===== config.mk =====
export PLATFORM = sky130hd
export DESIGN_NAME = negedge_reader_flat
export DESIGN_NICKNAME = d
export VERILOG_FILES = /design/src/rtl/negedge_reader_if.sv /design/src/rtl/negedge_reader.sv /design/src/flat_wrapper.sv
export SDC_FILE = /design/constraint.sdc
export NUM_CORES = 1
export LEC_CHECK = 0
export BUFFER_PORTS_ARGS = -buffer_cell sky130_fd_sc_hd__buf_2
export CORE_ASPECT_RATIO = 2
export CORE_UTILIZATION = 45
export DETAILED_ROUTE_END_ITERATION = 7
export PLACE_DENSITY = 0.66
export SLEW_MARGIN = 20
export SYNTH_ARGS = -nofsm -noshare
export SYNTH_HDL_FRONTEND = slang
export SYNTH_SLANG_ARGS = --single-unit

===== constraint.sdc =====
create_clock -name CLK -period 4.37 [get_ports CLK]
set_input_delay 0.6555 -clock CLK [delete_from_list [all_inputs] [get_ports CLK]]
set_output_delay 0.6555 -clock CLK [all_outputs]
set_load 0.02 [all_outputs]

===== src/rtl/negedge_reader_if.sv =====
// Bundle between a falling-edge writer, the negedge_reader FIFO and its ready/valid consumer.
// The reader block uses the slave view; a writer/consumer model uses the master view.
interface negedge_reader_if #(
  parameter int WIDTH = 8,
  parameter int DEPTH = 4
);
  localparam int CW = $clog2(DEPTH + 1);

  logic [WIDTH-1:0] XIN;
  logic             XVALID;
  logic             XREADY;
  logic [WIDTH-1:0] DOUT;
  logic             DVALID;
  logic             DREADY;
  logic [CW-1:0]    COUNT;
  logic             OVERFLOW;

  modport slave (
    input  XIN, XVALID, DREADY,
    output XREADY, DOUT, DVALID, COUNT, OVERFLOW
  );

  modport master (
    output XIN, XVALID, DREADY,
    input  XREADY, DOUT, DVALID, COUNT, OVERFLOW
  );
endinterface


===== src/rtl/negedge_reader.sv =====
// Rising-edge receiver for a falling-edge launched write port, buffered in a show-ahead FIFO.
// XREADY depends only on rising-edge state, so it is stable when the writer samples it on the falling edge.
module negedge_reader #(
  parameter int WIDTH = 8,
  parameter int DEPTH = 4
) (
  input  logic            CLK,
  input  logic            RESET,
  negedge_reader_if.slave bus
);
  localparam int              CW   = $clog2(DEPTH + 1);
  localparam int              PW   = (DEPTH > 1) ? $clog2(DEPTH) : 1;
  localparam logic [PW-1:0]   LAST = PW'(DEPTH - 1);
  localparam logic [CW-1:0]   FULL = CW'(DEPTH);

  logic [WIDTH-1:0] mem_q [DEPTH];
  logic [PW-1:0]    wp_q, wp_d;
  logic [PW-1:0]    rp_q, rp_d;
  logic [CW-1:0]    count_q, count_d;
  logic             ovf_q, ovf_d;

  logic xready;
  logic dvalid;
  logic push;
  logic pop;

  // A pop in the same cycle never frees a slot early: XREADY looks only at the registered count.
  assign xready = !RESET && (count_q < FULL);
  assign dvalid = (count_q != '0);
  assign push   = bus.XVALID && xready;
  assign pop    = dvalid && bus.DREADY;

  // NOTE: every combinational output gets a default first so no path leaves it unassigned (no latch).
  always_comb begin
    wp_d    = wp_q;
    rp_d    = rp_q;
    count_d = count_q;
    ovf_d   = ovf_q;
    if (push) wp_d = (wp_q == LAST) ? '0 : wp_q + 1'b1;
    if (pop)  rp_d = (rp_q == LAST) ? '0 : rp_q + 1'b1;
    if (push && !pop)      count_d = count_q + 1'b1;
    else if (pop && !push) count_d = count_q - 1'b1;
    if (bus.XVALID && !xready) ovf_d = 1'b1;
  end

  // NOTE: sequential state uses non-blocking assignments so every register sees pre-edge values.
  always_ff @(posedge CLK or posedge RESET) begin
    if (RESET) begin
      wp_q    <= '0;
      rp_q    <= '0;
      count_q <= '0;
      ovf_q   <= 1'b0;
    end else begin
      wp_q    <= wp_d;
      rp_q    <= rp_d;
      count_q <= count_d;
      ovf_q   <= ovf_d;
    end
  end

  // NOTE: storage is deliberately not reset; COUNT/DVALID already mask stale entries.
  always_ff @(posedge CLK) begin
    if (push) mem_q[wp_q] <= bus.XIN;
  end

  assign bus.XREADY   = xready;
  assign bus.DVALID   = dvalid;
  assign bus.DOUT     = dvalid ? mem_q[rp_q] : '0;
  assign bus.COUNT    = count_q;
  assign bus.OVERFLOW = ovf_q;
endmodule


===== src/flat_wrapper.sv =====
// flat-port wrapper written by rule: the top's interface ports become plain ports
module negedge_reader_flat 
#(
  parameter int WIDTH = 8,
  parameter int DEPTH = 4
)
  (CLK, RESET, bus_XIN, bus_XVALID, bus_DREADY, bus_XREADY, bus_DOUT, bus_DVALID, bus_COUNT, bus_OVERFLOW);
  negedge_reader_if #(.WIDTH(WIDTH), .DEPTH(DEPTH)) bus_i ();
  input  logic CLK;
  input  logic RESET;
  input wire logic [$bits(bus_i.XIN)-1:0] bus_XIN;
  input wire logic [$bits(bus_i.XVALID)-1:0] bus_XVALID;
  input wire logic [$bits(bus_i.DREADY)-1:0] bus_DREADY;
  output wire logic [$bits(bus_i.XREADY)-1:0] bus_XREADY;
  output wire logic [$bits(bus_i.DOUT)-1:0] bus_DOUT;
  output wire logic [$bits(bus_i.DVALID)-1:0] bus_DVALID;
  output wire logic [$bits(bus_i.COUNT)-1:0] bus_COUNT;
  output wire logic [$bits(bus_i.OVERFLOW)-1:0] bus_OVERFLOW;
  assign bus_i.XIN = bus_XIN;
  assign bus_i.XVALID = bus_XVALID;
  assign bus_i.DREADY = bus_DREADY;
  assign bus_XREADY = bus_i.XREADY;
  assign bus_DOUT = bus_i.DOUT;
  assign bus_DVALID = bus_i.DVALID;
  assign bus_COUNT = bus_i.COUNT;
  assign bus_OVERFLOW = bus_i.OVERFLOW;
  negedge_reader #(.WIDTH(WIDTH), .DEPTH(DEPTH)) u_core (.CLK(CLK), .RESET(RESET), .bus(bus_i));
endmodule

---- Word-level counts from Yosys, hierarchy flattened ----
Memory sizes are Yosys's and may differ from the RTL's.
Cells that the tools add are included.
Widths: inputs -> output; s select.
storage, ports and cells
  bits in registers ....................... 8
  latch bits .............................. 0
  input port bits ......................... 12
  output and inout port bits .............. 14
  word-level logic and storage cells ...... 31
  RAM bits ................................ 32
  memory bits (read-only) ................. 0
  memories kept ........................... 1
cells by class
  reduce and logical (&&, ||, !) cells .... 12
  $lt $le $gt $ge ......................... 1
  bitwise operators ....................... 0
  shift operators ......................... 0
  equality and inequality tests ........... 2
  $add $sub $neg .......................... 4
  mux-type cells .......................... 7
  div/mod/pow operators ................... 0
  multiply operators ...................... 0
memories
  memory        words  bits a word  rd ports  clocked after memory_dff  write ports  RTL line              RTL
  u_core.mem_q  4      8            1         0                         1            negedge_reader.sv:16  logic [WIDTH-1:0] mem_q [DEPTH];
operators with widths
  operator             count
  $mux 8               1
  $logic_and 1x1->1    6
  $mux 3               2
  $add 2x1->2 const B  2
  $eq 2x2->1 const B   2
  $logic_not 1->1      4
  $mux 2               2
  $add 3x1->3 const B  1
  $lt 3x3->1 const B   1
  $reduce_bool 3->1    1
  $sub 3x1->3 const B  1
  $mux 1               2
  $reduce_bool 2->1    1

---- Depth between registers and ports, before layout ----
Gate-level depths: netlist of run 1.
  depth in word-level cells ............... 7
  depth in mapped cells ................... 9
  gate-level depth less buffers ........... 8

---- Worst setup path after synthesis of run 1 ----
No wires, ideal clock.
  path type ............................... flip-flop to flip-flop
  from .................................... register u_core.count_q[2] (netlist: u_core.bus.COUNT[2])
  to ...................................... register u_core.count_q[2] (netlist: u_core.bus.COUNT[2])
  arrival ................................. 2.069 ns
  data required time ...................... 4.290 ns
  slack ................................... 2.221 ns
  library setup time ...................... 0.080 ns
  clock period less this slack ............ 2.149 ns
  stages on the path, launching flop included .. 10
  path buffers ............................ 1
  cells stage by stage .................... dfrtp_1 -> or3_1 -> buf_6 -> nand2_4 -> ha_1 -> inv_1 -> fa_1 -> xor2_1 -> nor2_1 -> xor2_1
on the way
  elaborated cells between the ends (all ways) .. 14
  those cells by class .................... 2 x add/sub; 1 x order compare; 2 x mux; 9 x reduce/logical
RTL lines
  element                                             RTL line              RTL
  start: declaration                                  negedge_reader.sv:19  logic [CW-1:0] count_q, count_d;
  start signal: assignment                            negedge_reader.sv:56  count_q <= count_d;
  $reduce_bool 3->1 *                                 negedge_reader.sv:29  assign dvalid = (count_q != '0);
  via bus_DVALID                                      flat_wrapper.sv:16    output wire logic [$bits(bus_i.DVALID)-1:0] bus_DVALID;
  $logic_and 1x1->1 *                                 negedge_reader.sv:31  assign pop = dvalid && bus.DREADY;
  $logic_not 1->1                                     negedge_reader.sv:41  if (push && !pop) count_d = count_q + 1'b1;
  $logic_and 1x1->1                                   negedge_reader.sv:41
  $mux 3 / $reduce_bool 2->1 (equally long branches)  --
Mark *: on every way through the listed nets, which the timed path passes. The rest lies on a longest branch. The select of a mux whose other input is x is not followed.
A chain may end at the register's enable or synchronous reset.

---- Worst setup path after layout of run 1 ----
  from .................................... register u_core.rp_q[0]
  to ...................................... output port bus_DOUT[2]
on the way
  word-level cells in the longest chain between the ends .. 2
RTL lines
  element                   RTL line              RTL
  start: declaration        negedge_reader.sv:18  logic [PW-1:0] rp_q, rp_d;
  start signal: assignment  negedge_reader.sv:55  rp_q <= rp_d;
  $mem_v2 4x8               --
  $mux 8                    negedge_reader.sv:68  assign bus.DOUT = dvalid ? mem_q[rp_q] : '0;
  end: declaration          flat_wrapper.sv:15    output wire logic [$bits(bus_i.DOUT)-1:0] bus_DOUT;
Every way passes these cells.

==> impl_metrics.toml, run 1 <==
[outcome]
status = "finished clean"

[yosys]
ys_warn_count = 0
synth.ff_latch_count = 40
ys_types = 21
ys_seq_area_share_pct = 68.7
synth_fp_nets = 112
syn_area_per_cell_um2 = 18.2
synth_cells = 93
syn_area_um2 = 1690

[routing]
vias = 832
drc = 0
ant_nets = 0
drt-total-wl_um = 2550
drt_iter0_drc = 10
drt-vias-per-instance = 4.84
wl_per_cell_um = 14.8
firstDrtPassIters = 4

[setup_path]
timing.rr.start = "u_core.bus.COUNT[2]"
reg2reg_depth = 8
cp.arrival_ns = 1.90
cp_max_fo = 11
crit_type = "reg -> out"
setup.worst_path.end_class = "primary output"
r2r_setup_slack_ns = 2.11
cp.required_ns = 3.71
r2r_end = "u_core.bus.COUNT[2]"
worstSetupStartpointType = "flop"

[finish]
fin_nets = 141
drive_above_1_share_pct = 37.4
multi_input_area_um2 = 492
diodes = 0
final_common_cell = "edfxtp_1"
area_growth_pct = 16.3
fin_util_pct = 54.5
ff_latch_area_um2 = 1160
nFillCells = 302
final_cell_mix = "32 x edfxtp_1, 25 x buf_2, 12 x and2_1, 8 x mux4_2, 8 x dfrtp_1"

[floorplan]
io_pins = 26
initial_core_util_pct = 46.9
dieArea_um2 = 4020
rows = 31
die_h_um = 88.7
fp.dieW_um = 45.3
core_area_um2 = 3610

[worst_hold_path]
hp-class = "in -> async"

[sta]
finClkSkew_ns = 0.00608
fmax_mhz = 391
setup_viol = 0
final_max_slew_viol_count = 0
min_period_over_period_pct = 58.5
fin_tns_setup_ns = 0
rsz0062_at_grt = "no"
max_slew_margin_pct = 61.3
worst_pin_slew_ns = 0.580
hold_violations = 0
fin_crit_ns = 2.55

[global_routing]
grt_max_degree = 14
globalRouteOverflowTotal = 0
grt_pass1_wl_um = 4060
grt_antenna_before_repair = 0
grt_pass1_vias = 861
grt_use_total_pct = 15.8

[pwr]
intPower_uw = 850
powerDensity_nw_per_um2 = 643
seqPwrFrac_pct = 43.1
clkPwrFrac_pct = 23.1
power_leakage_nw = 0.741
power_frac_comb_pct = 33.8
power_switching_uw = 414
switching_share_pct = 32.8
vdd.ir_drop.worst_mv = 0.438

[placed_design]
gp_congestion = 0.666
portBuffers = 25
dpl.hpwl_um = 1800

[clock_tree]
cts_max_level = 2
post_cts_buffers = 0
cts.sinks = 40
cts_repair_resize_count = 0
clk_path_buf_depth = 2
cts_tree = "yes"
cts_buffers = 5
root_buffer = "clkbuf_8"
clk_latency_ns = 0.29
cts.reportedPaths.clkPinSlew_ns = 0.08
cts_hold_buf = 0

[run]
cap_viol_max_count = 0
-- worst max-delay path by stage --
stage | startpoint | to | depth (start not counted)
6_report | u_core.rp_q[0] | bus_DOUT[2] | 3
5_1_grt | u_core.rp_q[0] | bus_DOUT[5] | 3
4_1_cts | u_core.rp_q[0] | bus_DOUT[2] | 3
3_5_place_dp | RESET | u_core.bus.COUNT[2] | 8
3_3_place_gp | RESET | u_core.bus.COUNT[2] | 8
2_1_floorplan | u_core.bus.COUNT[2] | u_core.bus.COUNT[2] | 9
-- synth_stat cells --
cell type	instances	share of area [%]
edfxtp_1	32	57
and2_1	12	4.4
dfrtp_1	8	12
mux4_2	8	11
ha_1	6	4.4
inv_1	4	0.89
nor2_1	4	0.89
o21ai_0	3	0.89
mux2_4	2	1.8
nand2_1	2	0.44
xor2_1	2	1.0
buf_4	1	0.44
buf_6	1	0.67
clkbuf_1	1	0.22
fa_1	1	1.2
mux2_2	1	0.67
nand2_4	1	0.67
nand2b_1	1	0.37
nor3b_2	1	0.74
or3_1	1	0.37
xnor2_1	1	0.52
-- layer usage --
layer  GRT usage [%]  part of all wire [%]  up-vias
met5               0                     0        -
met4            11.6                   2.9        0
met3            5.71                   4.1        5
met2            25.7                    56       23
met1            16.0                    37      404
li1                -                     -      400
-- metrics by stage --
| step | area, um^2 | power (mW) | std cells | worst slack [ns] | hold slack (ns) |
|---|---|---|---|---|---|
| after floorplan | 1690 | 0.879 | 93 | 2.22 | 0.471 |
| after global placement | 1850 | 0.978 | 164 | 2.02 | 0.447 |
| after detailed placement | 1850 | 0.988 | 164 | 1.95 | 0.452 |
| after CTS | 1970 | 1.29 | 172 | 1.75 | 0.330 |
| after global routing | 1970 | 1.35 | 172 | 1.67 | 0.351 |
| final | 1970 | 1.26 | 172 | 1.82 | 0.341 |
-- critical path, cell delays in order, from the launching register on --
cell and delay (ns):
dfrtp_1 0.72, mux4_2 0.58, and2_1 0.16, buf_2 0.15
-- layout make-up --
type / instances / share of cell area, %
sequential: 40 / 59.1
multi-input combinational: 46 / 25.0
timing repair buffer: 25 / 6.37
clock buffer: 5 / 3.50
tap: 49 / 3.12
clock inverter: 3 / 2.16
inverter: 4 / 0.764
-- logic make-up after synthesis --
kind of cell	after synthesis	share of synthesized area (%)
flip-flops	40	68.7
adder cells (fa/ha/maj)	7	5.63
AO/OA/AOI/OAI	3	0.888
buffers and inverters	7	2.22
AND/OR/NAND/NOR	22	7.92
XOR/XNOR	3	1.55
multiplexers	11	13.1
-- registers in the layout, summed over array words and instances (netlist names) --
register,flops
u_core.bus.OVERFLOW,1
u_core.bus.COUNT,3
u_core.mem_q,32
u_core.rp_q,2
u_core.wp_q,2
-- power by group through the flow --
stage               Combinational (mW)  Clock (mW)  Sequential, mW
floorplan                        0.352           0           0.526
global placement                 0.426           0           0.552
detailed placement               0.431           0           0.557
CTS                              0.434       0.303           0.549
global route                     0.469       0.323           0.556
finish                           0.427       0.292           0.545
No activity file was read; power rests on OpenSTA's default activity.
==> inputs of run 2 (changes only) <==
--- a/config.mk
+++ b/config.mk
@@ -9,7 +9,7 @@
 export CORE_ASPECT_RATIO = 2
 export CORE_UTILIZATION = 45
 export DETAILED_ROUTE_END_ITERATION = 7
-export PLACE_DENSITY = 0.66
+export PLACE_DENSITY = 0.68
 export SLEW_MARGIN = 20
 export SYNTH_ARGS = -nofsm -noshare
 export SYNTH_HDL_FRONTEND = slang
==> constraint.sdc (replaced) <==
create_clock -name CLK -period 2.3 [get_ports CLK]
set_input_delay 0.345 -clock CLK [delete_from_list [all_inputs] [get_ports CLK]]
set_output_delay 0.345 -clock CLK [all_outputs]
set_load 0.02 [all_outputs]
==> impl_metrics.toml, run 2 (same netlist as run 1, synthesis figures left out) <==
[outcome]
status = "finished clean"

[placed_design]
pre_cts_ws_ns = 0.215
placed_area_um2 = 1870
portBuffers = 25
dpl.hpwl_um = 1980
gp_congestion = 0.669

[global_routing]
grt_max_degree = 14
grt_antenna_before_repair = 0
grt.busiest_layer = "met2"
grt_use_total_pct = 16.1
grt_pass1_wl_um = 4350
grt_pass1_vias = 886
grt_use_met1_pct = 17.5
use_met2_pct = 27.9
globalRouteOverflowTotal = 0
gr-usage-met3_pct = 4.90

[floorplan]
rows = 31
die_h_um = 88.7
io_pins = 26
fp.dieW_um = 45.3
dieArea_um2 = 4020
core_area_um2 = 3610
initial_core_util_pct = 46.9

[clock_tree]
cts.sinks = 40
cts_tree = "yes"
clk_latency_ns = 0.29
root_buffer = "clkbuf_8"
clk_path_buf_depth = 2
cts_max_level = 2
cts.reportedPaths.clkPinSlew_ns = 0.08
cts_buffers = 5

[sta]
final_max_slew_viol_count = 0
setup_ws_ns = 0.204
fmax_mhz = 477
worst_pin_slew_ns = 0.460
min_period_over_period_pct = 91.1
hold_violations = 0
setup_viol = 0
max_slew_margin_pct = 69.3
finClkSkew_ns = 0.00925
fin_tns_setup_ns = 0
rsz0062_at_grt = "no"
fin_crit_ns = 2.10

[setup_path]
timing.rr.start = "u_core.bus.COUNT[1]"
r2r_setup_slack_ns = 0.20
reg2reg_depth = 8
worstSetupStartpointType = "flop"
crit_type = "reg -> reg"
cp_max_fo = 4
setup.worst_path.end_class = "flop"
r2r_end = "u_core.bus.COUNT[2]"
cp.arrival_ns = 2.31
cp.required_ns = 2.51

[routing]
firstDrtPassIters = 3
ant_nets = 0
wl_per_cell_um = 15.5
vias = 857
drt-vias-per-instance = 4.93
drt_iter0_drc = 13
drc = 0
drt-total-wl_um = 2700

[pwr]
powerDensity_nw_per_um2 = 1270
vdd.ir_drop.worst_mv = 0.893
power_leakage_nw = 0.760

[finish]
final_common_cell = "edfxtp_1"
drive_above_1_share_pct = 38.4
stdcell_area_um2 = 2000
diodes = 0
area_growth_pct = 18.5
fin_nets = 143
regMostFlops = "u_core.mem_q"
largest_register_ffs = 32
fin_util_pct = 55.5
final_cell_mix = "32 x edfxtp_1, 25 x buf_2, 12 x and2_1, 8 x mux4_2, 7 x dfrtp_1"

[worst_hold_path]
hp-class = "in -> async"

[run]
cap_viol_max_count = 0
[run 2: cell count changes in the layout (fill, tap and decap cells not counted), sizes merged]
cell	before	now
clkbuf	5	6
clkinv	1	0
clkinvlp	1	0
bufinv	1	2
buf	25	27
[run 2: worst max-delay path, stage by stage, from the launching register on]
cell	delay, ns
dfrtp_1	0.42
or3_1	0.44
nand2_4	0.11
ha_1	0.19
inv_1	0.06
fa_1	0.38
xor2_1	0.16
nor2_1	0.12
xor2_1	0.15
[run 2: repair_timing]
action | in CTS | in global routing
gates resized for setup | 1 | 0
hold buffers | 0 | 0
setup endpoints to repair | 1 | 0
buffers inserted | 0 | 0
[run 2: final cells by class]
| type | instances | area, um^2 |
|---|---|---|
| flip-flops and latches | 40 | 1160 |
| repair buffers | 27 | 140 |
| clock inverters | 2 | 60.1 |
| clock buffers | 6 | 72.6 |
| fillers | 297 | 1600 |
| well taps | 49 | 61.3 |
| multi-input cells | 46 | 492 |
| inverters | 4 | 15.0 |
[run 2: how the worst max path moves through the flow]
stage,startpoint,end,slack (ns),cells past startpoint
3_3_place_gp,u_core.bus.COUNT[2],u_core.bus.COUNT[2],0.27,8
3_5_place_dp,u_core.bus.COUNT[2],u_core.bus.COUNT[2],0.21,8
2_1_floorplan,u_core.bus.COUNT[2],u_core.bus.COUNT[2],0.15,9
4_1_cts,u_core.rp_q[0],bus_DOUT[7],0.18,3
6_report,u_core.bus.COUNT[1],u_core.bus.COUNT[2],0.20,8
5_1_grt,u_core.bus.COUNT[1],u_core.bus.COUNT[2],0.11,8
[run 2: power breakdown]
| group | internal, mW | switching [mW] | total, mW |
|---|---|---|---|
| logic | 0.419 | 0.417 | 0.836 |
| registers | 0.892 | 0.151 | 1.04 |
| clock network | 0.434 | 0.234 | 0.668 |
| total | 1.74 | 0.802 | 2.55 |
[run 2: stage by stage]
stage          std cells  total power [mW]  hold slack (ns)
2_1_floorplan         93              1.67            0.161
3_3_place_gp         166              1.86            0.329
3_5_place_dp         166              1.91            0.346
4_1_cts              174              2.58           0.0330
5_1_grt              174              2.69           0.0466
6_report             174              2.55           0.0284
[run 2: per-layer routing]
layer,vias up,part of all wire (%)
li1,401,-
met1,426,37
met2,24,57
met3,6,3.9
met4,0,1.9
met5,-,0
